`src/rtl/mdu_pkg.sv`:
```
// Shared definitions for the multiply/divide unit: request encodings,
// divider FSM states and a small two's-complement helper.
package mdu_pkg;

  localparam int unsigned MDU_W = 32;

  // Request encodings on div_op/mul_op; 2'b11 is illegal and ignored.
  localparam logic [1:0] MDU_OP_NONE     = 2'b00;
  localparam logic [1:0] MDU_OP_UNSIGNED = 2'b01;
  localparam logic [1:0] MDU_OP_SIGNED   = 2'b10;

  typedef enum logic [1:0] {
    IDLE = 2'b00,
    CALC = 2'b01,
    FIX  = 2'b10
  } div_state_t;

  function automatic logic [MDU_W-1:0] cond_neg(input logic [MDU_W-1:0] x,
                                                input logic             neg);
    return neg ? (~x + {{(MDU_W-1){1'b0}}, 1'b1}) : x;
  endfunction

endpackage

```
`src/rtl/serial_divider_if.sv`:
```
// Divide request/done channel between the ALU (master) and the divider (slave).
interface serial_divider_if;
  logic [1:0]  div_op;
  logic [31:0] dividend;
  logic [31:0] divisor;
  logic [63:0] result;
  logic        done;

  modport master (output div_op, dividend, divisor, input result, done);
  modport slave  (input div_op, dividend, divisor, output result, done);
endinterface

```
`src/rtl/serial_divider.sv`:
```
// Iterative restoring divider for MIPS DIV/DIVU: one quotient bit per cycle,
// 34-cycle latency from accept to a new {remainder, quotient} with done high.
module serial_divider
  import mdu_pkg::*;
(
  input  logic            clk,
  input  logic            rst,
  serial_divider_if.slave bus
);

  div_state_t  state_q, state_d;
  logic [4:0]  cnt_q, cnt_d;
  logic [31:0] rem_q, rem_d;
  logic [31:0] quo_q, quo_d;
  logic [31:0] dvs_q, dvs_d;
  logic        neg_quo_q, neg_quo_d;
  logic        neg_rem_q, neg_rem_d;
  logic [63:0] result_q, result_d;
  logic        done_q, done_d;

  logic        is_signed;
  logic        accept;
  logic [32:0] shifted_rem;
  logic [32:0] trial;

  // NOTE: every signal written here gets a default first, so no path through
  // the case statement can leave one unassigned and infer a latch.
  always_comb begin
    state_d   = state_q;
    cnt_d     = cnt_q;
    rem_d     = rem_q;
    quo_d     = quo_q;
    dvs_d     = dvs_q;
    neg_quo_d = neg_quo_q;
    neg_rem_d = neg_rem_q;
    result_d  = result_q;

    is_signed   = (bus.div_op == MDU_OP_SIGNED);
    accept      = is_signed || (bus.div_op == MDU_OP_UNSIGNED);
    shifted_rem = {rem_q, quo_q[31]};
    trial       = shifted_rem - {1'b0, dvs_q};

    unique case (state_q)
      IDLE: begin
        if (accept) begin
          rem_d     = '0;
          quo_d     = cond_neg(bus.dividend, is_signed && bus.dividend[31]);
          dvs_d     = cond_neg(bus.divisor,  is_signed && bus.divisor[31]);
          neg_quo_d = is_signed && (bus.dividend[31] ^ bus.divisor[31]);
          neg_rem_d = is_signed && bus.dividend[31];
          cnt_d     = '0;
          state_d   = CALC;
        end
      end
      CALC: begin
        // A negative trial (borrow out of bit 32) means the divisor did not fit.
        rem_d = trial[32] ? shifted_rem[31:0] : trial[31:0];
        quo_d = {quo_q[30:0], ~trial[32]};
        cnt_d = cnt_q + 5'd1;
        if (cnt_q == 5'd31) state_d = FIX;
      end
      FIX: begin
        result_d = {cond_neg(rem_q, neg_rem_q), cond_neg(quo_q, neg_quo_q)};
        state_d  = IDLE;
      end
      default: state_d = IDLE;
    endcase

    done_d = (state_d == IDLE);
  end

  // NOTE: state is updated with non-blocking assignments so every flop
  // samples the pre-edge value of every other flop.
  always_ff @(posedge clk) begin
    if (rst) begin
      state_q  <= IDLE;
      cnt_q    <= '0;
      result_q <= '0;
      done_q   <= 1'b1;
    end else begin
      state_q  <= state_d;
      cnt_q    <= cnt_d;
      result_q <= result_d;
      done_q   <= done_d;
    end
  end

  // NOTE: the working registers are fully loaded on accept before any use,
  // so they carry no reset.
  always_ff @(posedge clk) begin
    rem_q     <= rem_d;
    quo_q     <= quo_d;
    dvs_q     <= dvs_d;
    neg_quo_q <= neg_quo_d;
    neg_rem_q <= neg_rem_d;
  end

  assign bus.result = result_q;
  assign bus.done   = done_q;

endmodule

```
`src/flat_wrapper.sv`:
```
// flat-port wrapper written by rule: the top's interface ports become plain ports
module serial_divider_flat import mdu_pkg::*;
  (clk, rst, bus_div_op, bus_dividend, bus_divisor, bus_result, bus_done);
  serial_divider_if bus_i ();
  input  logic clk;
  input  logic rst;
  input wire logic [$bits(bus_i.div_op)-1:0] bus_div_op;
  input wire logic [$bits(bus_i.dividend)-1:0] bus_dividend;
  input wire logic [$bits(bus_i.divisor)-1:0] bus_divisor;
  output wire logic [$bits(bus_i.result)-1:0] bus_result;
  output wire logic [$bits(bus_i.done)-1:0] bus_done;
  assign bus_i.div_op = bus_div_op;
  assign bus_i.dividend = bus_dividend;
  assign bus_i.divisor = bus_divisor;
  assign bus_result = bus_i.result;
  assign bus_done = bus_i.done;
  serial_divider u_core (.clk(clk), .rst(rst), .bus(bus_i));
endmodule
```
`config.mk`:
```
export PLATFORM = sky130hd
export DESIGN_NAME = serial_divider_flat
export DESIGN_NICKNAME = d
export VERILOG_FILES = /design/src/rtl/mdu_pkg.sv /design/src/rtl/serial_divider_if.sv /design/src/rtl/serial_divider.sv /design/src/flat_wrapper.sv
export SDC_FILE = /design/constraint.sdc
export NUM_CORES = 1
export LEC_CHECK = 0
export CAP_MARGIN = 5
export CORE_UTILIZATION = 45
export DETAILED_ROUTE_END_ITERATION = 10
export HOLD_SLACK_MARGIN = 0.03
export PLACE_DENSITY = 0.65
export RECOVER_POWER = 50
export SLEW_MARGIN = 20
export SYNTH_ARGS = -nofsm -noshare
export SYNTH_HDL_FRONTEND = slang
export SYNTH_SLANG_ARGS = --single-unit
```
`constraint.sdc`:
```
create_clock -name clk -period 6.9 [get_ports clk]
set_input_delay 1.035 -clock clk [delete_from_list [all_inputs] [get_ports clk]]
set_output_delay 1.035 -clock clk [all_outputs]
set_load 0.005 [all_outputs]
```
==> run summary <==
PD cells = 279 nW/µm²
DR vias = 8560
Starting Density = 46.3%
Ant diodes = 0
Die width = 155 µm
Dpl cell area = 12100 µm²
Share of cells above drive strength 1 = 4.20%
Initial antenna violation count = 0
Unrepaired setup endpoints after global routing = false
Fill cells = 2102
Multiplexer share of the synthesized area = 2.29%
Router iterations before antenna repair = 5
Die height = 155 µm
Top post-synthesis cells by area = edfxtp_1 (28%), dfxtp_1 (14%), xor2_1 (8.2%), ha_1 (4.6%), nor2_1 (4.6%)
Area share of the leading cell type in the synthesized netlist = 27.9%
Clock buffer depth = 2
Ys async rst share = 0%
Post-CTS Setup Bufs = 0
Yosys warning count = 0
Post-Synth Simple-Gate Area = 16.5%
Synth unique cells = 59
CP Capture Type = register
Fin. max-slew vios = 107
Slew margin rel. = -114%
Clock Sinks = 170
Die area = 24000 µm²
IO Pins = 133
Cell Int Power = 0.00233 W
Root buf cell = clkbuf_16
Gr usage total = 20.6%
Clock network power share = 28.8%
Area growth from synthesis to final layout = 21.2%
# DRC = 0
DRT iter0 DRCs = 451
TNS Setup = 0 ns
Synth Area in XOR/XNOR = 11.8%
Leakage Power = 5.05 nW
Non-filler instance count after layout = 1599
Core box area = 22800 µm²
CTS Buf Count = 17
DR vias/cell = 5.35
Post-layout nets = 1381
Transition time of the tightest slew-check pin = 3.21 ns
Worst Path Max Fanout = 19
Fraction of power consumed by sequential logic = 39.0%
Outcome = complete, but fails checks
Final hold viol count = 0
Arrival time worst endpoint = 3.96 ns
Max Cap Viol = 2
Seq/Total Area, Yosys = 41.6%
Skew final = 0.00852 ns
Worst vdd ir = 0.000139 V
First-pass GRT wire length = 39.2 mm
Design area = 12800 µm²
PortBufs = 132
Sw frac = 34.6%
Cell taking the most area after synthesis = edfxtp_1
Post-Syn Instances = 1165
Post-DP HPWL = 18.1 mm
Setup crit start kind = input port
Switching power total = 0.00124 W
Crit path kind = in -> reg
Logic gate share of total power = 32.2%
Top FF cell, synth = edfxtp_1
Synthesis-stage register bit count = 170
PostCTS Resize Cnt = 0
Post-Synth Adder-Cell Area = 4.82%
Routed Antenna Nets = 0
Setup violations, final = 0
CTS Hold Bufs = 0
Largest net degree at the start of global routing = 72
Total wire length = 24.0 mm
Tmin final = 3.80 ns
Clock Latency Late Sink = 0.43 ns
CTS tree = yes
CP required = 7.06 ns
Htree depth = 4
Grt ovf = 0
Std-Cell Rows = 55
Max Freq = 0.263 GHz
Compound-Gate Fraction of Synth Area = 19.1%
Post-Syn Area = 10500 µm²
Failing checks = max-capacitance violations, max-slew violations
Main combinational cell family by area after synthesis = compound AO/OA/AOI/OAI gates
EDFF count, synth = 98
Wire per inst = 15.0 µm
Clock transition at the registers of the reported paths = 0.06 ns
RePlAce Congestion = 0.861
Number of global-route vias before repair = 7917
Worst Hold Class = reg -> reg
Final core occ = 56.1%
Period Utilization, post-route = 55.1%
DP Cell Count = 1566
Post-synthesis average cell area = 9.05 µm²
Mapped Nets = 1273
[routing by layer]
| metal | vias up | wire (µm) | track usage, % |
|---|---|---|---|
| li1 | 4417 | - | - |
| met1 | 3938 | 11400 | 27.1 |
| met2 | 186 | 11400 | 35.0 |
| met3 | 19 | 929 | 2.84 |
| met4 | 0 | 327 | 6.36 |
| met5 | - | 0 | 0 |
[power by group through the flow]
stage / Clock [W] / Combinational [W] / Sequential [W]
2_1_floorplan: 0 / 0.000906 / 0.00135
3_3_place_gp: 0 / 0.00113 / 0.00140
5_1_grt: 0.00108 / 0.00129 / 0.00141
6_report: 0.00103 / 0.00115 / 0.00139
4_1_cts: 0.00104 / 0.00115 / 0.00139
3_5_place_dp: 0 / 0.00114 / 0.00141
[stage by stage]
stage	hold slack, ns	power (W)	setup WS (ns)
3_3_place_gp	0.442	0.00253	2.91
6_report	0.454	0.00357	3.10
3_5_place_dp	0.449	0.00255	2.93
2_1_floorplan	0.448	0.00225	2.58
4_1_cts	0.460	0.00358	3.23
5_1_grt	0.466	0.00378	2.90
[synthesized netlist by cell type (4+ instances only)]
master     count
nor2_1       130
nand2_1      103
xor2_1        99
edfxtp_1      98
a21oi_1       78
o21ai_0       74
dfxtp_1       72
a211oi_1      61
inv_1         55
clkbuf_1      48
xnor2_1       43
ha_1          39
nor3_1        26
o31ai_1       25
mux2i_1       23
a21o_1        17
or3_1         16
nand2b_1      15
nand3_1       14
or4_1         11
o41ai_1       10
nor2b_1        8
and3_1         7
o21a_1         7
and2_1         6
nor4_1         6
o22ai_1        6
nand3b_1       5
nand4_1        5
o211ai_1       5
a21boi_0       4
a31oi_1        4
buf_1          4
o2111ai_1      4
[placed cells by master, fill, tap and decap left out, drive strengths merged, types with 39 or more instances in the layout]
cell type      synthesis  final
o21ai                 74     74
dfxtp                 72     72
inv                   55     62
a21oi                 78     78
nor2                 130    130
xnor2                 43     43
xor2                  99     99
ha                    39     39
a211oi                61     61
edfxtp                98     98
nand2                103    103
dlygate4sd3            0     67
clkdlybuf4s50          0     64
[worst paths after layout]
check / from / end / slack (ns) / depth (start not counted)
setup / recovery: bus_div_op[1] / u_core.quo_q[26]$_DFFE_PP_ / 3.10 / 10
hold reg to reg: u_core.bus.result[22]$_SDFFE_PP0N_ / u_core.bus.result[22]$_SDFFE_PP0N_ / 0.45 / 2
setup reg to reg: u_core.rem_q[16]$_SDFFCE_PN0P_ / u_core.rem_q[23]$_SDFFCE_PN0P_ / 3.23 / 10
hold / removal: u_core.bus.result[22]$_SDFFE_PP0N_ / u_core.bus.result[22]$_SDFFE_PP0N_ / 0.45 / 2
[worst max-delay path: stages]
cell and delay [ns]:
dlygate4sd3_1 0.54, ha_1 0.35, nand2_1 0.13, clkbuf_1 0.64, inv_1 0.48, o21ai_0 0.21
nand2_1 0.13, a21oi_1 0.18, xor2_1 0.17, o21ai_0 0.09
[sequential cells by signal (all words and copies together), names as in the netlist]
name	cells
u_core.bus.result	64
u_core.neg_rem_q	1
u_core.neg_quo_q	1
u_core.bus.done	1
u_core.rem_q	32
u_core.quo_q	32
u_core.state_q	2
u_core.cnt_q	5
u_core.dvs_q	32
[area by class of cell]
| type | instances | area (µm²) | share of cell area, % |
|---|---|---|---|
| flip-flops and latches | 170 | 4380 | 34.3 |
| inverters | 55 | 206 | 1.62 |
| well taps | 313 | 392 | 3.07 |
| multi-input cells | 887 | 5760 | 45.1 |
| clock buffers | 18 | 450 | 3.53 |
| clock inverters | 14 | 180 | 1.41 |
| repair buffers | 142 | 1400 | 11.0 |
[cell families after synthesis]
| kind of cell | Yosys count |
|---|---|
| AO/OA/AOI/OAI | 313 |
| XOR/XNOR | 142 |
| adder cells (fa/ha/maj) | 40 |
| buffers and inverters | 108 |
| flip-flops | 170 |
| multiplexers | 24 |
| AND/OR/NAND/NOR | 368 |
(Power assumes the default switching activity.)
